===== config.mk =====
export PLATFORM = sky130hd
export DESIGN_NAME = fifo_sync_flat
export DESIGN_NICKNAME = d
export VERILOG_FILES = /design/src/rtl/fifo_sync_if.sv /design/src/rtl/fifo_sync.sv /design/src/flat_wrapper.sv
export SDC_FILE = /design/constraint.sdc
export NUM_CORES = 1
export LEC_CHECK = 0
export CAP_MARGIN = 15
export CELL_PAD_IN_SITES_DETAIL_PLACEMENT = 1
export CELL_PAD_IN_SITES_GLOBAL_PLACEMENT = 1
export CORE_ASPECT_RATIO = 1.2
export CORE_MARGIN = 2
export CORE_UTILIZATION = 55
export CTS_CLUSTER_DIAMETER = 100
export DETAILED_ROUTE_END_ITERATION = 8
export GPL_ROUTABILITY_DRIVEN = 0
export GPL_TIMING_DRIVEN = 0
export PLACE_DENSITY = 0.9
export SKIP_LAST_GASP = 1
export SLEW_MARGIN = 20
export SYNTH_ARGS = -nofsm -noshare
export SYNTH_HDL_FRONTEND = slang
export SYNTH_SLANG_ARGS = --single-unit
export TNS_END_PERCENT = 100

===== constraint.sdc =====
create_clock -name clk -period 8.65 [get_ports clk]
set_input_delay 1.2975 -clock clk [delete_from_list [all_inputs] [get_ports clk]]
set_output_delay 1.2975 -clock clk [all_outputs]
set_load 0.03 [all_outputs]

===== src/rtl/fifo_sync_if.sv =====
// rtl/fifo_sync_if.sv - handshake/status bundle between a fifo_sync and its user
// Purpose: groups every non-clock, non-reset signal of fifo_sync.
// Ports (signals):
//   flush, clr_err                control inputs to the FIFO
//   wr_en, din                    write side
//   rd_en, dout, dout_valid       read side
//   full, almost_full, empty,
//   almost_empty, count           occupancy status
//   overflow, underflow           sticky error flags
// Modports: master drives requests (user side), slave is the FIFO side.
interface fifo_sync_if #(
  parameter int WIDTH = 8,
  parameter int DEPTH = 4
);
  logic             flush;
  logic             clr_err;
  logic             wr_en;
  logic [WIDTH-1:0] din;
  logic             rd_en;
  logic [WIDTH-1:0] dout;
  logic             dout_valid;
  logic             full;
  logic             almost_full;
  logic             empty;
  logic             almost_empty;
  logic [DEPTH:0]   count;
  logic             overflow;
  logic             underflow;

  modport master (
    output flush, clr_err, wr_en, din, rd_en,
    input  dout, dout_valid, full, almost_full, empty, almost_empty,
           count, overflow, underflow
  );

  modport slave (
    input  flush, clr_err, wr_en, din, rd_en,
    output dout, dout_valid, full, almost_full, empty, almost_empty,
           count, overflow, underflow
  );
endinterface


===== src/rtl/fifo_sync.sv =====
// rtl/fifo_sync.sv - single-clock FIFO with occupancy count, almost flags, FWFT option, sticky errors
// Purpose: same-domain buffering of WIDTH-bit words, capacity 2**DEPTH, register-array storage.
// Ports:
//   clk  in   clock, all state on posedge
//   rst  in   asynchronous reset, active-high
//   bus  fifo_sync_if.slave
//        in : flush, clr_err, wr_en, din, rd_en
//        out: dout, dout_valid, full, almost_full, empty, almost_empty,
//             count (DEPTH+1 bits), overflow, underflow
module fifo_sync #(
  parameter int WIDTH     = 8,
  parameter int DEPTH     = 4,
  parameter int AFULL_TH  = 14,
  parameter int AEMPTY_TH = 2,
  parameter int FWFT      = 0
) (
  input  logic       clk,
  input  logic       rst,
  fifo_sync_if.slave bus
);
  localparam int             CAP      = 1 << DEPTH;
  localparam logic [DEPTH:0] CAP_W    = (DEPTH + 1)'(CAP);
  localparam logic [DEPTH:0] AFULL_W  = (DEPTH + 1)'(AFULL_TH);
  localparam logic [DEPTH:0] AEMPTY_W = (DEPTH + 1)'(AEMPTY_TH);
  localparam logic [DEPTH:0] PTR_ONE  = (DEPTH + 1)'(1);

  logic [WIDTH-1:0] mem [CAP];

  // One extra pointer bit distinguishes full from empty when addresses match.
  logic [DEPTH:0]   wr_ptr;
  logic [DEPTH:0]   rd_ptr;
  logic [DEPTH:0]   occ;
  logic [DEPTH-1:0] wr_addr;
  logic [DEPTH-1:0] rd_addr;
  logic             is_full;
  logic             is_empty;
  logic             wr_acc;
  logic             rd_acc;
  logic             ovf_set;
  logic             unf_set;
  logic             overflow_q;
  logic             underflow_q;

  assign occ      = wr_ptr - rd_ptr;
  assign wr_addr  = wr_ptr[DEPTH-1:0];
  assign rd_addr  = rd_ptr[DEPTH-1:0];
  assign is_full  = (occ == CAP_W);
  assign is_empty = (occ == '0);

  // Acceptance looks only at this cycle's flags, so a read can never make
  // room for a same-cycle write at full (and vice versa at empty).
  // Flush overrides both requests and suppresses error reporting.
  assign wr_acc  = bus.wr_en & ~is_full  & ~bus.flush;
  assign rd_acc  = bus.rd_en & ~is_empty & ~bus.flush;
  assign ovf_set = bus.wr_en & is_full  & ~bus.flush;
  assign unf_set = bus.rd_en & is_empty & ~bus.flush;

  always_ff @(posedge clk or posedge rst) begin
    if (rst) begin
      wr_ptr <= '0;
      rd_ptr <= '0;
    end else if (bus.flush) begin
      wr_ptr <= '0;
      rd_ptr <= '0;
    end else begin
      if (wr_acc) wr_ptr <= wr_ptr + PTR_ONE;
      if (rd_acc) rd_ptr <= rd_ptr + PTR_ONE;
    end
  end

  // Storage is deliberately left out of reset.
  always_ff @(posedge clk) begin
    if (wr_acc) mem[wr_addr] <= bus.din;
  end

  // A new error event wins over clr_err arriving in the same cycle.
  always_ff @(posedge clk or posedge rst) begin
    if (rst) begin
      overflow_q  <= 1'b0;
      underflow_q <= 1'b0;
    end else if (bus.flush) begin
      overflow_q  <= 1'b0;
      underflow_q <= 1'b0;
    end else begin
      if (ovf_set)          overflow_q  <= 1'b1;
      else if (bus.clr_err) overflow_q  <= 1'b0;
      if (unf_set)          underflow_q <= 1'b1;
      else if (bus.clr_err) underflow_q <= 1'b0;
    end
  end

  assign bus.full         = is_full;
  assign bus.empty        = is_empty;
  assign bus.almost_full  = (occ >= AFULL_W);
  assign bus.almost_empty = (occ <= AEMPTY_W);
  assign bus.count        = occ;
  assign bus.overflow     = overflow_q;
  assign bus.underflow    = underflow_q;

  generate
    if (FWFT != 0) begin : g_fwft
      // Head word is always on dout; rd_en just retires it.
      assign bus.dout       = mem[rd_addr];
      assign bus.dout_valid = ~is_empty;
    end else begin : g_std
      logic [WIDTH-1:0] dout_q;
      logic             dout_valid_q;

      // dout holds its last value between reads and across flush.
      always_ff @(posedge clk or posedge rst) begin
        if (rst) begin
          dout_q       <= '0;
          dout_valid_q <= 1'b0;
        end else begin
          dout_valid_q <= rd_acc;
          if (rd_acc) dout_q <= mem[rd_addr];
        end
      end

      assign bus.dout       = dout_q;
      assign bus.dout_valid = dout_valid_q;
    end
  endgenerate
endmodule


===== src/flat_wrapper.sv =====
// flat-port wrapper written by rule: the top's interface ports become plain ports
module fifo_sync_flat 
#(
  parameter int WIDTH     = 8,
  parameter int DEPTH     = 4,
  parameter int AFULL_TH  = 14,
  parameter int AEMPTY_TH = 2,
  parameter int FWFT      = 0
)
  (clk, rst, bus_flush, bus_clr_err, bus_wr_en, bus_din, bus_rd_en, bus_dout, bus_dout_valid, bus_full, bus_almost_full, bus_empty, bus_almost_empty, bus_count, bus_overflow, bus_underflow);
  fifo_sync_if #(.WIDTH(WIDTH), .DEPTH(DEPTH)) bus_i ();
  input  logic clk;
  input  logic rst;
  input wire logic [$bits(bus_i.flush)-1:0] bus_flush;
  input wire logic [$bits(bus_i.clr_err)-1:0] bus_clr_err;
  input wire logic [$bits(bus_i.wr_en)-1:0] bus_wr_en;
  input wire logic [$bits(bus_i.din)-1:0] bus_din;
  input wire logic [$bits(bus_i.rd_en)-1:0] bus_rd_en;
  output wire logic [$bits(bus_i.dout)-1:0] bus_dout;
  output wire logic [$bits(bus_i.dout_valid)-1:0] bus_dout_valid;
  output wire logic [$bits(bus_i.full)-1:0] bus_full;
  output wire logic [$bits(bus_i.almost_full)-1:0] bus_almost_full;
  output wire logic [$bits(bus_i.empty)-1:0] bus_empty;
  output wire logic [$bits(bus_i.almost_empty)-1:0] bus_almost_empty;
  output wire logic [$bits(bus_i.count)-1:0] bus_count;
  output wire logic [$bits(bus_i.overflow)-1:0] bus_overflow;
  output wire logic [$bits(bus_i.underflow)-1:0] bus_underflow;
  assign bus_i.flush = bus_flush;
  assign bus_i.clr_err = bus_clr_err;
  assign bus_i.wr_en = bus_wr_en;
  assign bus_i.din = bus_din;
  assign bus_i.rd_en = bus_rd_en;
  assign bus_dout = bus_i.dout;
  assign bus_dout_valid = bus_i.dout_valid;
  assign bus_full = bus_i.full;
  assign bus_almost_full = bus_i.almost_full;
  assign bus_empty = bus_i.empty;
  assign bus_almost_empty = bus_i.almost_empty;
  assign bus_count = bus_i.count;
  assign bus_overflow = bus_i.overflow;
  assign bus_underflow = bus_i.underflow;
  fifo_sync #(.WIDTH(WIDTH), .DEPTH(DEPTH), .AFULL_TH(AFULL_TH), .AEMPTY_TH(AEMPTY_TH), .FWFT(FWFT)) u_core (.clk(clk), .rst(rst), .bus(bus_i));
endmodule

==> reports/results.tsv, run 1 <==
metric	value	unit
status	complete, no violations	
P&R area growth vs syn	19.7	%
initial antenna violation count	0	
I/O Buffers	32	
CP peak stage delay	0.75	ns
DP Cell Count	522	
Post CTS Setup Buffer Count	0	
Fmax	187	MHz
final wirelength	15.0	mm
top cell type by total area after synthesis	edfxtp_1	
largest net degree at the start of global routing	22	
pre-CTS WS	3.72	ns
non-filler cells, final	554	
I/O pins	34	
leak pwr	2.49	nW
max_cap viols	0	
Post-DP Area	6840	um^2
Area contributors post-synth	edfxtp_1 62%, mux4_2 12%, dfrtp_1 8.5%	
CP top delay family	buffers and inverters	
critical path class	register to output port	
Critical Path Start Type	register	
Initial Utilization	56.3	%
Crit-path slowest cell	clkdlybuf4s50_1	
vias after detailed routing	3510	
max_slew headroom	38.5	%
critical-path cell list	clkbuf_1 > inv_1 > ha_1 > nand2b_1 > a21oi_1 > xor2_2 > inv_2 > a2111oi_0 > clkdlybuf4s50_1	
die width	101	um
Syn Nets	370	
die area	12100	um^2
Max Buffers Root-to-Sink	2	
Std-Cell Rows	42	
RSZ-0062 raised after global routing	no	
worst slew pin tran	0.922	ns
WL met2	7.98	mm
Mapped Cells	346	
Post-DP HPWL	10.0	mm
DR WL/cell	27.0	um
EDFF count, synth	128	
minimum clock period	5.35	ns
layout cells sized above 1	27.7	%
post-route cell area	7400	um^2
Final setup viols	0	
number of vias per cell	6.34	
core area	11000	um^2
cts hold-fix bufs	0	
fin crit share	61.9	%
flops & latches, synth	149	
Metal-1 WL	5.50	mm
post_cts resized	0	
CTS tree	built	
1st-iter DRT viols	234	
H-Tree Depth	4	
Seq/Total Area, Yosys	70.7	%
Final Hold Vio Count	0	
Reg area	4370	um^2
fill count	920	
worst path arrival time	4.05	ns
CTS root buffer	clkbuf_16	
skew final	0.0104	ns
worst skew pair latency	0.42	ns
vias in the first global route	3865	
syn avg cell area	17.9	um^2
synth unique cells	36	
crit path capture type	output port	
DRC viols	0	
Layout Nets	433	
multi-input logic area	1790	um^2
post-route setup slack	3.30	ns
met3 wire length	760	um
antenna diode count	0	
total gr overflow	0	
Post-DRT Antenna Nets	0	
top cell type's share of synthesized area	62.2	%
CP Buf/Inv Count	4	
Total GRT Usage	27.1	%
TNS Setup	0	ns
area of the mapped netlist	6180	um^2
first-pass GRT wire length	22.8	mm
DR top layer	met4	
Sinks on Clock Net	149	
Worst Hold Class	register to register	
peak supply drop	0.181	mV
Die Height	120	um
CTS Buf Count	17	
share of flip-flops with an asynchronous set or reset	14.1	%
Pins Over Slew Limit	0	
Ys Warns	0	
Min Hold Slack	0.514	ns
Most used DFF post-synth	edfxtp_1	
Pwr Density	305	nW/um^2
Max Fanout on Critical Path	10	
DRT Pass-1 Iters	4	
CTS clk-pin slew, worst paths	0.07	ns
Worst EP required	7.35	ns
layer usage:
layer,global-route usage (%),vias up
li1,-,1511
met1,31.9,1811
met2,46.4,146
met3,6.23,42
met4,13.1,0
met5,0,-
synth_stat cells, drive strengths merged, types with 2 or more instances:
library cell and number:
xor2 3, mux2 16, ha 9, nor4 8
a21oi 6, nor3 4, dfrtp 21, nand3b 2
nor2b 5, a211oi 3, nand2 8, nand2b 9
buf 6, mux4 32, edfxtp 128, a32oi 2
inv 12, nand4 2, nor2 27, nor4b 5
a21boi 2, clkbuf 9, mux2i 2, o22ai 16
o21ai 2
through the flow:
step | util (%) | power (mW)
floorplan | - | 1.33
global placement | 60.7 | 1.54
detailed placement | 62.3 | 1.58
CTS | 67.4 | 2.27
global route | 67.4 | 2.35
finish | 67.4 | 2.26
power by group:
group	internal (mW)	switching, mW	leakage, nW
registers	0.825	0.0260	1.42
logic	0.298	0.418	0.806
clock network	0.398	0.293	0.263
final cells by class:
class	instances	area share (%)
multi-input cells	170	24.3
clock inverters	14	1.74
plain buffers	15	0.896
clock buffers	18	5.80
inverters	12	0.609
flip-flops and latches	149	59.1
repair buffers	44	5.41
well taps	132	2.23
sequential cells by signal, indices dropped and copies added, names as in the netlist:
register and flops:
u_core.bus.dout_valid 1, u_core.bus.overflow 1, u_core.rd_ptr 5, u_core.wr_ptr 5, u_core.bus.underflow 1, u_core.mem 128
u_core.bus.dout 8
logic make-up after synthesis:
group,after synthesis,synth area share [%]
DFF,149,70.7
adders and majority gates,10,2.15
and+or+nand+nor,72,6.01
AOI/OAI and AO/OA,34,3.75
muxes,50,14.9
buffers and inverters,27,1.80
xor gates and xnor gates,4,0.689
final timing paths:
check | start | depth (start not counted) | end | slack, ns
worst max-delay path | u_core.rd_ptr[2] | 9 | bus_almost_empty | 3.30
worst min register to register | u_core.bus.dout[0] | 1 | u_core.bus.dout[0] | 0.51
worst min-delay path | u_core.bus.dout[0] | 1 | u_core.bus.dout[0] | 0.51
max in group asynchronous | rst | 2 | u_core.rd_ptr[0] | 6.69
min in group asynchronous | rst | 2 | u_core.bus.dout[3] | 1.38
worst max register to register | u_core.rd_ptr[2] | 10 | u_core.mem[2][2] | 4.41
cell usage in the layout, fill, tap and decap left out, types with 2 or more instances in the layout:
master           count
a211oi_1             3
a21boi_1             2
a21oi_1              6
a32oi_1              2
buf_2                9
buf_4                9
clkbuf_1            10
clkbuf_16           17
clkdlybuf4s50_1     32
clkinv_2             2
clkinv_4             2
clkinvlp_4           4
dfrtp_1             21
edfxtp_1           128
ha_1                 9
inv_1               11
inv_6                3
mux2_2              16
mux2i_1              2
mux4_2              32
nand2_1              8
nand2b_1             9
nand3b_1             2
nand4_1              2
nor2_1              27
nor2b_1              5
nor3_2               4
nor4_2               8
nor4b_2              4
o22ai_1             16
xor2_1               2
Power figures use the tool's default switching activity.
==> run 2, diff against run 1 <==
CORE_UTILIZATION = 51   (was 55)
PLACE_DENSITY = 0.85   (was 0.9)
clock period = 5.3 ns   (was 8.65 ns; I/O delays follow)
==> run 2 against run 1 <==
Critical path depth unchanged. Total power increased by 67%. Worst hold slack improved by 0.0013 ns. Largest cell class unchanged. Largest power group unchanged. Highest routed layer unchanged.
==> reports/results.tsv, run 2 (synthesis gave the netlist of run 1 again) <==
metric	value	unit	change
Top reg by flops	u_core.mem		
first-pass GRT wire length	23.9	mm	+4.9%
H-Tree Depth	4		unchanged
vias after detailed routing	3552		+1.2%
Fmax	206	MHz	
Max Fanout on Critical Path	10		unchanged
Post-DP HPWL	10.2	mm	+1.5%
status	complete, no violations		
Final Hold Vio Count	0		unchanged
antenna diode count	0		unchanged
layout cells sized above 1	27.4	%	-0.37 points
core area	11900	um^2	+8.8%
Worst EP required	4.51	ns	-2.84 ns
worst slew pin tran	0.952	ns	+0.0307 ns
fill count	1058		+15%
total gr overflow	0		unchanged
RSZ-0062 raised after global routing	no		
max_slew headroom	36.4	%	-2.0 points
worst skew pair latency	0.42	ns	about the same
CP top delay family	buffers and inverters		
pre-CTS WS	0.957	ns	-2.76 ns
post_cts resized	0		unchanged
Die Height	125	um	+3.7%
number of vias per cell	6.07		-4.2%
CTS root buffer	clkbuf_16		
Std-Cell Rows	44		+4.8%
Post-DRT Antenna Nets	0		unchanged
number of flip-flops in the largest register	128		unchanged
DR WL/cell	26.4	um	-2.2%
minimum clock period	4.85	ns	
Layout Nets	435		+0.46%
Worst Hold Class	register to register		
commonest non-fill, non-tap cells in the layout	128 x edfxtp_1, 32 x mux4_2, 32 x clkdlybuf4s50_1, 27 x nor2_1, 21 x dfrtp_1		
CP peak stage delay	0.75	ns	about the same
cts hold-fix bufs	0		unchanged
die area	13000	um^2	+7.6%
initial antenna violation count	0		unchanged
CTS Buf Count	17		unchanged
1st-iter DRT viols	332		+42%
fin crit share	91.4	%	
critical-path cell list	clkbuf_1 > inv_1 > ha_1 > nand2b_1 > a21oi_1 > xor2_2 > inv_2 > a2111oi_0 > clkdlybuf4s50_1		
max_cap viols	0		unchanged
leak pwr	2.52	nW	+0.99%
CTS clk-pin slew, worst paths	0.06	ns	about the same
CP Buf/Inv Count	4		unchanged
largest net degree at the start of global routing	22		unchanged
Post CTS Setup Buffer Count	0		unchanged
crit path capture type	output port		
commonest non-fill, non-tap cell in the layout	edfxtp_1		
final core utilization	62.6	%	-4.8 points
DRC viols	0		unchanged
P&R area growth vs syn	20.9	%	
Max Buffers Root-to-Sink	2		unchanged
peak supply drop	0.285	mV	+57%
Initial Utilization	51.7	%	-4.5 points
post-route setup slack	0.454	ns	-2.84 ns
CTS tree	built		
Crit-path slowest cell	clkdlybuf4s50_1		
Sinks on Clock Net	149		unchanged
skew final	0.00943	ns	-0.00101 ns
Total GRT Usage	25.6	%	-1.5 points
worst path arrival time	4.05	ns	about the same
die width	104	um	+3.7%
Pins Over Slew Limit	0		unchanged
Pwr Density	506	nW/um^2	+66%
I/O Buffers	32		unchanged
final wirelength	15.5	mm	+3.3%
Final setup viols	0		unchanged
Critical Path Start Type	register		
I/O pins	34		unchanged
vias in the first global route	3856		-0.23%
TNS Setup	0	ns	unchanged
critical path class	register to output port		
DRT Pass-1 Iters	5		+1
-- run 2: cell types whose count changed in the layout (fill, tap and decap cells not counted) --
cell        change
buf_2           +4
buf_4           -2
bufinv_16       +2
clkbuf_1        +2
clkinv_2        -2
inv_6           -2
clkinv_1        +1
clkinv_4        +1
clkinvlp_4      -1
inv_8           -1
-- run 2: worst register-to-register path, cell delays in order, from the launching register on --
cell	delay, ns
dfrtp_1	0.37
clkbuf_1	0.51
inv_1	0.21
ha_1	0.41
xnor2_1	0.41
a211oi_1	0.11
nor2_1	0.33
o21ai_1	0.34
buf_4	0.32
nor4_2	0.57
buf_2	0.34
-- run 2: final timing paths --
path,start,slack [ns],end,cells after the start
min in group asynchronous,rst,0.90,u_core.rd_ptr[4],2
max in group asynchronous,rst,3.81,u_core.bus.dout[7],2
worst max register to register,u_core.rd_ptr[2],1.05,u_core.mem[3][7],10
worst max-delay path,u_core.rd_ptr[2],0.45,bus_almost_empty,9
worst min-delay path,u_core.bus.dout[0],0.52,u_core.bus.dout[0],1
worst min register to register,u_core.bus.dout[0],0.52,u_core.bus.dout[0],1
-- run 2: routing by layer --
layer  GRT usage (%)  vias to the layer above  share of wire [%]  routed length, um
met5               0                        -                  0                  0
met4            12.9                        0                3.9                608
met3            5.23                       38                5.5                853
met2            42.4                      163                 52               8030
met1            32.1                     1842                 39               5960
li1                -                     1509                  -                  -
-- run 2: final cells by class --
| class | instances | area, um^2 | area share (%) |
|---|---|---|---|
| tap | 161 | 201 | 2.70 |
| sequential | 149 | 4370 | 58.5 |
| timing repair buffer | 46 | 405 | 5.42 |
| buffer | 15 | 66.3 | 0.887 |
| inverter | 12 | 45.0 | 0.603 |
| multi-input combinational | 170 | 1790 | 24.0 |
| clock buffer | 20 | 437 | 5.84 |
| clock inverter | 12 | 155 | 2.08 |
-- run 2: through the flow --
step                      power, mW  hold slack [ns]  instance area [um^2]  instances
final                          3.78            0.515                  7470        585
after global routing           3.92            0.537                  7470        585
after CTS                      3.80            0.522                  7470        585
after detailed placement       2.59            0.506                  6880        553
after global placement         2.52            0.493                  6700        539
after floorplan                2.17            0.585                  6180        346
-- run 2: where the power goes --
part	leakage (nW)	total [mW]	internal [mW]	switching, mW
clock	0.276	1.21	0.740	0.466
sequential	1.42	1.39	1.35	0.0445
combinational	0.817	1.18	0.486	0.698
total	2.52	3.78	2.57	1.21
==> run 3, diff against run 2 <==
==> constraint.sdc (replaced) <==
create_clock -name clk -period 5.3 [get_ports clk]
set_input_delay 0.795 -clock clk [delete_from_list [all_inputs] [get_ports clk]]
set_output_delay 0.795 -clock clk [all_outputs]
set_load 0.01 [all_outputs]
==> results of run 3 <==
The final DEF is identical to that of run 2. Status: complete, no violations.
Main changes from that run: setup slack after placement 0.957 ns -> 1.09 ns; setup slack after layout 0.454 ns -> 0.589 ns; total power 3.78 mW -> 3.63 mW; worst IR drop on VDD 0.285 mV -> 0.283 mV
